$ cat config.mk
export PLATFORM = sky130hd
export DESIGN_NAME = otp_prog_ctrl
export DESIGN_NICKNAME = d
export VERILOG_FILES = /design/src/rtl/otp_prog_ctrl.sv
export SDC_FILE = /design/constraint.sdc
export NUM_CORES = 1
export LEC_CHECK = 0
export CORE_MARGIN = 2
export CORE_UTILIZATION = 45
export CTS_CLUSTER_SIZE = 16
export DETAILED_ROUTE_END_ITERATION = 8
export PLACE_DENSITY = 0.89
export REMOVE_ABC_BUFFERS = 1
export SYNTH_ARGS = -nofsm -noshare
export SYNTH_HDL_FRONTEND = slang
export SYNTH_SLANG_ARGS = --single-unit
$ cat constraint.sdc
create_clock -name clk -period 4.4 [get_ports clk]
set_input_delay 0.88 -clock clk [delete_from_list [all_inputs] [get_ports clk]]
set_output_delay 0.88 -clock clk [all_outputs]
set_load 0.005 [all_outputs]
$ cat src/rtl/otp_prog_ctrl.sv
// OTP byte programmer: burns masked bits one per cycle, then optionally reads back and compares.
// Build option: define OTP_PROG_VERIFY_EN to enable the read-back/verify phase (RD, RD_WAIT).
module otp_prog_ctrl #(
  parameter int ADDR_W = 3
) (
  input  logic              clk,
  input  logic              rst_n,
  input  logic              req_valid,
  output logic              req_ready,
  input  logic [ADDR_W-1:0] req_addr,
  input  logic [7:0]        req_data,
  input  logic [7:0]        req_mask,
  output logic              resp_valid,
  input  logic              resp_ready,
  output logic              resp_ok,
  output logic [7:0]        resp_rdata,
  output logic              otp_prog_en,
  output logic [ADDR_W-1:0] otp_prog_addr,
  output logic [2:0]        otp_prog_bit,
  output logic              otp_prog_data,
  output logic              otp_read_en,
  output logic [ADDR_W-1:0] otp_read_addr,
  input  logic [7:0]        otp_read_data
);

  typedef enum logic [2:0] {
    IDLE    = 3'd0,
    PROG    = 3'd1,
    RD      = 3'd2,
    RD_WAIT = 3'd3,
    RESP    = 3'd4
  } state_t;

  state_t            state_q;
  logic [ADDR_W-1:0] addr_q;
  logic [7:0]        data_q;
  logic [7:0]        mask_q;
  logic [2:0]        bit_q;
  logic [2:0]        bit_d;
  logic              prog_en_q;
  logic              prog_data_q;
  logic              resp_valid_q;
  logic              resp_ok_q;
  logic [7:0]        resp_rdata_q;

  assign bit_d = bit_q + 3'd1;

`ifdef OTP_PROG_VERIFY_EN
  logic              read_en_q;
  logic [ADDR_W-1:0] read_addr_q;

  assign otp_read_en   = read_en_q;
  assign otp_read_addr = read_addr_q;
`else
  logic unused_read_data;

  assign unused_read_data = ^otp_read_data;
  assign otp_read_en      = 1'b0;
  assign otp_read_addr    = '0;
`endif

  assign req_ready     = (state_q == IDLE);
  assign resp_valid    = resp_valid_q;
  assign resp_ok       = resp_ok_q;
  assign resp_rdata    = resp_rdata_q;
  assign otp_prog_en   = prog_en_q;
  assign otp_prog_addr = addr_q;
  assign otp_prog_bit  = bit_q;
  assign otp_prog_data = prog_data_q;

  always_ff @(posedge clk) begin
    if (!rst_n) begin
      state_q      <= IDLE;
      addr_q       <= '0;
      data_q       <= 8'h00;
      mask_q       <= 8'h00;
      bit_q        <= 3'd0;
      prog_en_q    <= 1'b0;
      prog_data_q  <= 1'b0;
      resp_valid_q <= 1'b0;
      resp_ok_q    <= 1'b0;
      resp_rdata_q <= 8'h00;
`ifdef OTP_PROG_VERIFY_EN
      read_en_q    <= 1'b0;
      read_addr_q  <= '0;
`endif
    end else begin
      case (state_q)
        IDLE: begin
          if (req_valid) begin
            // Strobes are registered, so bit 0 is driven in the first PROG cycle.
            state_q     <= PROG;
            addr_q      <= req_addr;
            data_q      <= req_data;
            mask_q      <= req_mask;
            bit_q       <= 3'd0;
            prog_en_q   <= req_mask[0];
            prog_data_q <= req_data[0];
          end
        end
        PROG: begin
          if (bit_q == 3'd7) begin
            bit_q       <= 3'd0;
            prog_en_q   <= 1'b0;
            prog_data_q <= 1'b0;
`ifdef OTP_PROG_VERIFY_EN
            state_q     <= RD;
            read_en_q   <= 1'b1;
            read_addr_q <= addr_q;
`else
            state_q      <= RESP;
            resp_valid_q <= 1'b1;
            resp_ok_q    <= 1'b1;
            resp_rdata_q <= 8'h00;
`endif
          end else begin
            bit_q       <= bit_d;
            prog_en_q   <= mask_q[bit_d];
            prog_data_q <= data_q[bit_d];
          end
        end
`ifdef OTP_PROG_VERIFY_EN
        RD: begin
          read_en_q <= 1'b0;
          state_q   <= RD_WAIT;
        end
        RD_WAIT: begin
          // Only masked bits matter; unmasked bits may hold anything.
          resp_rdata_q <= otp_read_data;
          resp_ok_q    <= (((otp_read_data ^ data_q) & mask_q) == 8'h00);
          resp_valid_q <= 1'b1;
          state_q      <= RESP;
        end
`endif
        RESP: begin
          if (resp_ready) begin
            resp_valid_q <= 1'b0;
            state_q      <= IDLE;
          end
        end
        default: state_q <= IDLE;
      endcase
    end
  end

endmodule

### Yosys cells after proc, flatten, opt, wreduce, memory -nomap -nowiden

Index checks and enable logic that the tools add are counted.
W data, S select, Z words.

* add/subtract/negate cells: 1
* multipliers: 0
* divide/modulo/power cells: 0
* order comparisons: 1
* equal/unequal tests: 6
* shift operators: 0
* muxes and demuxes: 20
* bitwise logic cells: 0
* reduce and logical (&&, ||, !) cells: 8

Operators with widths (count)
* $mux W3: 5
* $pmux W3 S3: 1
* $mux W1: 8
* $bmux W1 S3: 2
* $eq A3 B3 Y1 const B: 2
* $ne A2 B2 Y1 const B: 3
* $pmux W1 S2: 3
* $pmux W3 S2: 1
* $reduce_and A2 Y1: 3
* $reduce_and A3 Y1: 2
* $lt A3 B4 Y1 const B: 1
* $reduce_bool A2 Y1: 2
* $add A3 B1 Y3 const B: 1
* $eq A3 B1 Y1 const B: 1
* $logic_not A3 Y1: 1

* bits in registers: 29
* bits in latches: 0
* bits in writable memories: 0
* bits in read-only memories: 0
* input port bits: 31
* output and inout port bits: 23
* memories: 0

### Depth between registers and ports, before layout

Gate-level depths: netlist of run 1.

* word-level depth: 5
* gate-level depth with buffers: 6
* mapped depth without buffers: 5

### Worst setup path before layout of run 1

OpenSTA, ideal clock, no wires.

* path kind: input -> register
* from: input port req_valid
* to: register data_q[4]
* library setup time: 116 ps
* data arrival time: 1601 ps
* data required time: 4284 ps
* path slack: 2682 ps
* stages on the path: 5
* path through: or3b_1 -> buf_2 -> buf_6 -> nand2_1 -> a21boi_1

* cells in the longest elaborated chain, start to end: 1

Ends and longest elaborated chain
* from (decl): RTL line 8 `input logic req_valid,`
* $reduce_and A2 Y1 (no source line)
* to (signal assigned): RTL line 94 `data_q <= req_data;`
* to (decl): RTL line 36 `logic [7:0] data_q;`

No other way between the ends.
A chain may end at the register's enable or synchronous reset.

### Worst setup path in the final report of run 1

* from: register state_q[0]
* to: output port req_ready

* cells in the longest elaborated chain, start to end: 1

Ends and longest elaborated chain
* from (decl): RTL line 34 `state_t state_q;`
* from (signal assigned): RTL line 73 `state_q <= IDLE;`
* from (signal assigned): RTL line 92 `state_q <= PROG;`
* from (signal assigned): RTL line 111 `state_q <= RESP;`
* $logic_not A3 Y1: RTL line 62 `assign req_ready = (state_q == IDLE);`
* to (decl): RTL line 9 `output logic req_ready,`

No other way between the ends.

==> impl_metrics.ini, run 1 <==
[status]
outcome = finished, final reports clean

[worst_setup_path]
critical_path_launch_point_type = register
cp.depth = 2
worstRegToRegCells = 5
critical_path.cell_chain = nor2_1 > clkdlybuf4s50_1
timing.critical_path.slowest_cell_delay_ps = 690
critical-path-slowest-cell = sky130_fd_sc_hd__dfxtp_1
setup.reg_to_reg.worst_slack_ps = 2550
worst-setup-path-type = register to output port
timing.critical_path.required_ps = 3520
arrival_ps = 1550
end_kind = output port
critical_path.endpoint = req_ready
timing.critical_path.fanout_max = 16
crit_start = state_q[0]
critPathTopFamily = flip-flops
r2r_end = otp_prog_data
timing.critical_path.buf_inv = 1
reg2reg_from = otp_prog_bit[0]

[timing]
setup_ws_ps = 1973
hold_slack_ps = 457.0
timing.fmax_ghz = 0.4120
maxSlewHeadroom_pct = 45.99
tightest_slew_ps = 807.7
slew_violations = 0
grt_setup_unrepaired = no
clock_skew_ps = 4.510
setup_tns_ps = 0
final_setup_violating_endpoints = 0
hold_violation_total_from_the_final_report = 0
final.period_utilization_pct = 55.17
timing.final.crit_period_ps = 2427

[die]
num_io_pins = 54
start_util_pct = 47.19
die_height_um = 60.35
area_of_the_core_region_sq_um = 3028
floorplan_row_count = 20
fp.dieArea_sq_um = 3642
dieWidth_um = 60.35

[synth]
synth_cell_count_leaders = 39 x sky130_fd_sc_hd__nand2_1, 28 x sky130_fd_sc_hd__dfxtp_1, 13 x sky130_fd_sc_hd__buf_4
synth.yosys.seq_area_share_pct = 39.23
ys_dominant_reg_cell = sky130_fd_sc_hd__dfxtp_1
cell_accounting_for_the_most_synthesized_area = sky130_fd_sc_hd__dfxtp_1
synth.avg_cell_area_sq_um = 9.101
ys_warn_count = 0
yosys.area.top_type_share_pct = 39.23
synth-seq-cells = 28
netlist_area_sq_um = 1429
asyncSetResetFlopFracSynth_pct = 0
synth-edff-count = 0
yosys-top-cells-area = sky130_fd_sc_hd__dfxtp_1 39%, sky130_fd_sc_hd__nand2_1 10%, sky130_fd_sc_hd__buf_4 6.8%
synth.distinct_cells = 40
synthCells = 157
yosysMostFrequentCell = sky130_fd_sc_hd__nand2_1

[clock_tree]
cts_setup_buffers = 0
clkSinkCount = 28
postCtsResizedCells = 0
ctsLongestPathBuffers = 2
postCtsHoldBufs = 0
cts_root_buf = sky130_fd_sc_hd__clkbuf_4
path_clk_slew_ps = 140
clk_latency_ps = 320
cts_htree_levels = 1
tritoncts = built
cts_made_buffers = 3

[global_route]
grt_antenna_before_repair = 0
grt.overflow.total = 0
grt_max_degree = 29
grt_pass1_wl_um = 4250
globalRouteTotalUtil_pct = 15.34
first_global_vias = 1009

[finish]
layout-drive-gt1-share_pct = 6.557
fill_cell_count = 282
n_antenna_cell = 0
post_layout_nonfiller_instances = 227
synthToLayoutAreaGrowth_pct = 20.49
num-nets-final = 219

[routing]
postRouteAntennaNets = 0
detail_route.wirelength_um = 2533
vias = 1110
remaining_drc_errors = 0
drt_pre_antenna_iters = 4
detail_route.iter0.violations = 21
via_density_per_instance = 4.890
routed_wire_length_per_instance_um = 11.16

[min_path]
kind_of_path_behind_the_tightest_hold_check = register to register

[power]
total_leakage_power_uw = 0.0006492
design_power_total_uw = 456.6
vdd_ir_drop_max_uv = 128.7
pwr_density_cell_nw_per_um2 = 265.2

[placement]
post-place-ws_ps = 1822
numPlacedInstances = 224
routability_congestion_estimate = 0.7288
port_buffers = 33
dpl.hpwl_um = 1784

[job]
max_cap_violations = 0
==> how the worst min path moves through the flow <==
stage	startpoint	slack [ps]	end	depth (start not counted)
floorplan	data_q[5]	430	data_q[5]	2
global placement	mask_q[0]	440	mask_q[0]	2
detailed placement	mask_q[0]	440	mask_q[0]	2
CTS	mask_q[0]	460	mask_q[0]	2
global route	data_q[6]	480	data_q[6]	2
finish	mask_q[0]	460	mask_q[0]	2
==> metrics by stage <==
step | area, sq um | utilization [%]
final | 1722 | 56.86
after global routing | 1722 | 56.86
after CTS | 1722 | 56.86
after detailed placement | 1699 | 56.12
after global placement | 1699 | 56.12
after floorplan | 1314 | -
==> worst reg2reg max path, cell delays in order (launching register included) <==
cell and delay [ps]:
sky130_fd_sc_hd__dfxtp_1 410, sky130_fd_sc_hd__ha_1 260, sky130_fd_sc_hd__ha_1 470, sky130_fd_sc_hd__mux2_2 380, sky130_fd_sc_hd__o221ai_1 140, sky130_fd_sc_hd__nor4_1 80
==> state kept, by name, indices dropped and copies added, names as in the netlist <==
name           cells
data_q             8
mask_q             8
otp_prog_addr      3
otp_prog_bit       3
otp_prog_data      1
otp_prog_en        1
resp_ok            1
resp_valid         1
state_q            2
==> routing by layer <==
metal  GRT usage (%)  up-vias  wire length [um]
met5               0        -                 0
met3           3.198        4               126
li1                -      567                 -
met1           20.58      505              1232
met4           6.984        0                37
met2           23.76       34              1137
==> cells by family (layout without fill, tap and decap cells) <==
| kind of cell | Yosys count | after routing | synth area share, % |
|---|---|---|---|
| AO/OA/AOI/OAI | 34 | 34 | 18.30 |
| adder cells (fa/ha/maj) | 3 | 3 | 2.627 |
| buffers and inverters | 22 | 37 | 11.21 |
| flip-flops | 28 | 28 | 39.23 |
| multiplexers | 5 | 5 | 5.692 |
| other | 1 | 12 | 0.2624 |
| AND/OR/NAND/NOR | 64 | 64 | 22.68 |
==> layout make-up <==
cell class	count	area, sq um	area share (%)
multi-input combinational	118	749.5	43.53
sequential	28	560.5	32.56
timing repair buffer	33	330.3	19.19
tap	44	55.05	3.198
clock buffer	3	22.52	1.308
inverter	1	3.754	0.2180
==> cell usage in the layout (no fill, tap or decap), drive strengths merged, types with 2 or more instances in the layout <==
master and instances:
nand2 39, clkdlybuf4s50 33, dfxtp 28, a21boi 19
conb 12, nor2b 6, a21oi 4, nor2 3
ha 3, clkbuf 3, nor3b 3, or3b 3
a22oi 2, mux2 2, o221ai 2, nor3 2
a2111oi 2, nor4 2, mux4 2
==> report_power, final <==
part | leakage [uW] | internal [uW] | switching [uW]
Clock | 0.0000138 | 32.1 | 68.8
Sequential | 0.000230 | 267 | 9.84
Combinational | 0.000406 | 47.2 | 31.9
Power figures use the tool's default switching activity.
==> inputs of run 2 (changes only) <==
- CORE_UTILIZATION: 45 -> 43
- PLACE_DENSITY: 0.89 -> 0.86
- clock period: 4.4 -> 2.5 ns (I/O delays scaled with it)
==> impl_metrics.ini, run 2 (synthesis gave the netlist of run 1 again) <==
[status]
outcome = finished, final reports clean

[timing]
timing.fmax_ghz = 0.4923
slew_violations = 0
clock_skew_ps = 3.489
final_setup_violating_endpoints = 0
timing.final.crit_period_ps = 2031
hold_violation_total_from_the_final_report = 0
final.period_utilization_pct = 81.26
grt_setup_unrepaired = no
setup_tns_ps = 0
maxSlewHeadroom_pct = 59.58
tightest_slew_ps = 606.3

[finish]
most_common_cell_after_layout_fill_and_taps_aside = sky130_fd_sc_hd__nand2_1
num-nets-final = 222
layout.cells.most_common_list = 39 x sky130_fd_sc_hd__nand2_1, 33 x sky130_fd_sc_hd__clkdlybuf4s50_1, 28 x sky130_fd_sc_hd__dfxtp_1
n_antenna_cell = 0
largestRegisters = data_q (8), mask_q (8)
layout-drive-gt1-share_pct = 8.556
post_layout_nonfiller_instances = 231
synthToLayoutAreaGrowth_pct = 23.03
fill_cell_count = 298

[clock_tree]
clk_latency_ps = 320
cts_made_buffers = 3
ctsLongestPathBuffers = 2
path_clk_slew_ps = 140
cts_setup_buffers = 0
tritoncts = built
cts_htree_levels = 1
postCtsResizedCells = 0
postCtsHoldBufs = 0
cts_root_buf = sky130_fd_sc_hd__clkbuf_4
clkSinkCount = 28

[routing]
detail_route.wirelength_um = 2469
via_density_per_instance = 4.900
detail_route.iter0.violations = 24
remaining_drc_errors = 0
postRouteAntennaNets = 0
routed_wire_length_per_instance_um = 10.69
vias = 1132
drt_pre_antenna_iters = 4

[worst_setup_path]
worstRegToRegCells = 5
worst-setup-path-type = register to output port
critical-path-slowest-cell = sky130_fd_sc_hd__dfxtp_1
timing.critical_path.slowest_cell_delay_ps = 680
end_kind = output port
critical_path.cell_chain = nor2_1 > clkdlybuf4s50_1
timing.critical_path.required_ps = 2000
arrival_ps = 1530
critical_path_launch_point_type = register
setup.reg_to_reg.worst_slack_ps = 630
timing.critical_path.fanout_max = 16

[global_route]
grt_max_degree = 20
first_global_vias = 942
grt_pass1_wl_um = 4119
globalRouteTotalUtil_pct = 14.33
grt.overflow.total = 0
grt_antenna_before_repair = 0

[die]
floorplan_row_count = 20
die_height_um = 61.65
fp.dieArea_sq_um = 3800
dieWidth_um = 61.65
area_of_the_core_region_sq_um = 3103
start_util_pct = 46.05
num_io_pins = 54

[min_path]
kind_of_path_behind_the_tightest_hold_check = register to register
hold_path_depth = 2

[job]
max_cap_violations = 0

[placement]
dpl.hpwl_um = 1779
numPlacedInstances = 227
routability_congestion_estimate = 0.7486
port_buffers = 33

[power]
pwr_density_cell_nw_per_um2 = 479.7
total_leakage_power_uw = 0.0006710
vdd_ir_drop_max_uv = 358.8
## run 2: cell types whose count changed in the layout (fill, tap and decap cells not counted), sizes merged
cell,before,now
buf,0,3
clkbuf,3,4
## run 2: where the power goes
group          internal [uW]  total [uW]  switching (uW)
Clock                   89.0         215             126
Sequential               470         486            16.8
Combinational           86.0         142            56.3
## run 2: metrics by stage
step	setup WS [ps]	hold WS, ps	util (%)	cell area [sq um]	total power (uW)
after global routing	359.0	481.8	56.65	1758	890.7
after detailed placement	518.9	445.1	55.48	1722	639.9
after CTS	456.0	464.6	56.65	1758	855.8
final	468.6	464.6	56.65	1758	843.3
after floorplan	830.5	430.4	-	1314	562.6
after global placement	516.7	436.4	55.48	1722	637.8
## run 2: path summary, 6_finish.rpt
kind / startpoint / endpoint
setup / recovery: state_q[0] / req_ready
hold reg to reg: mask_q[3] / mask_q[3]
setup reg to reg: otp_prog_bit[0] / otp_prog_data
hold / removal: mask_q[3] / mask_q[3]
## run 2: critical path, delay by kind of cell, from the launching register on
family	cells	cell delay (ps)
DFF	1	680
buffers and inverters	1	460
and+or+nand+nor	1	70
## run 2: final cells by class
class | instances | area, sq um | share of cell area, %
flip-flops and latches | 28 | 560.5 | 31.89
clock buffers | 4 | 36.28 | 2.064
repair buffers | 36 | 352.8 | 20.07
inverters | 1 | 3.754 | 0.2135
well taps | 44 | 55.05 | 3.132
multi-input cells | 118 | 749.5 | 42.63
## run 2: metal layers
layer | track usage (%) | vias to the layer above | share of wire [%]
li1 | - | 576 | -
met1 | 19.05 | 507 | 48
met2 | 23.61 | 43 | 45
met3 | 4.412 | 6 | 5.8
met4 | 1.824 | 0 | 0.85
met5 | 0 | - | 0
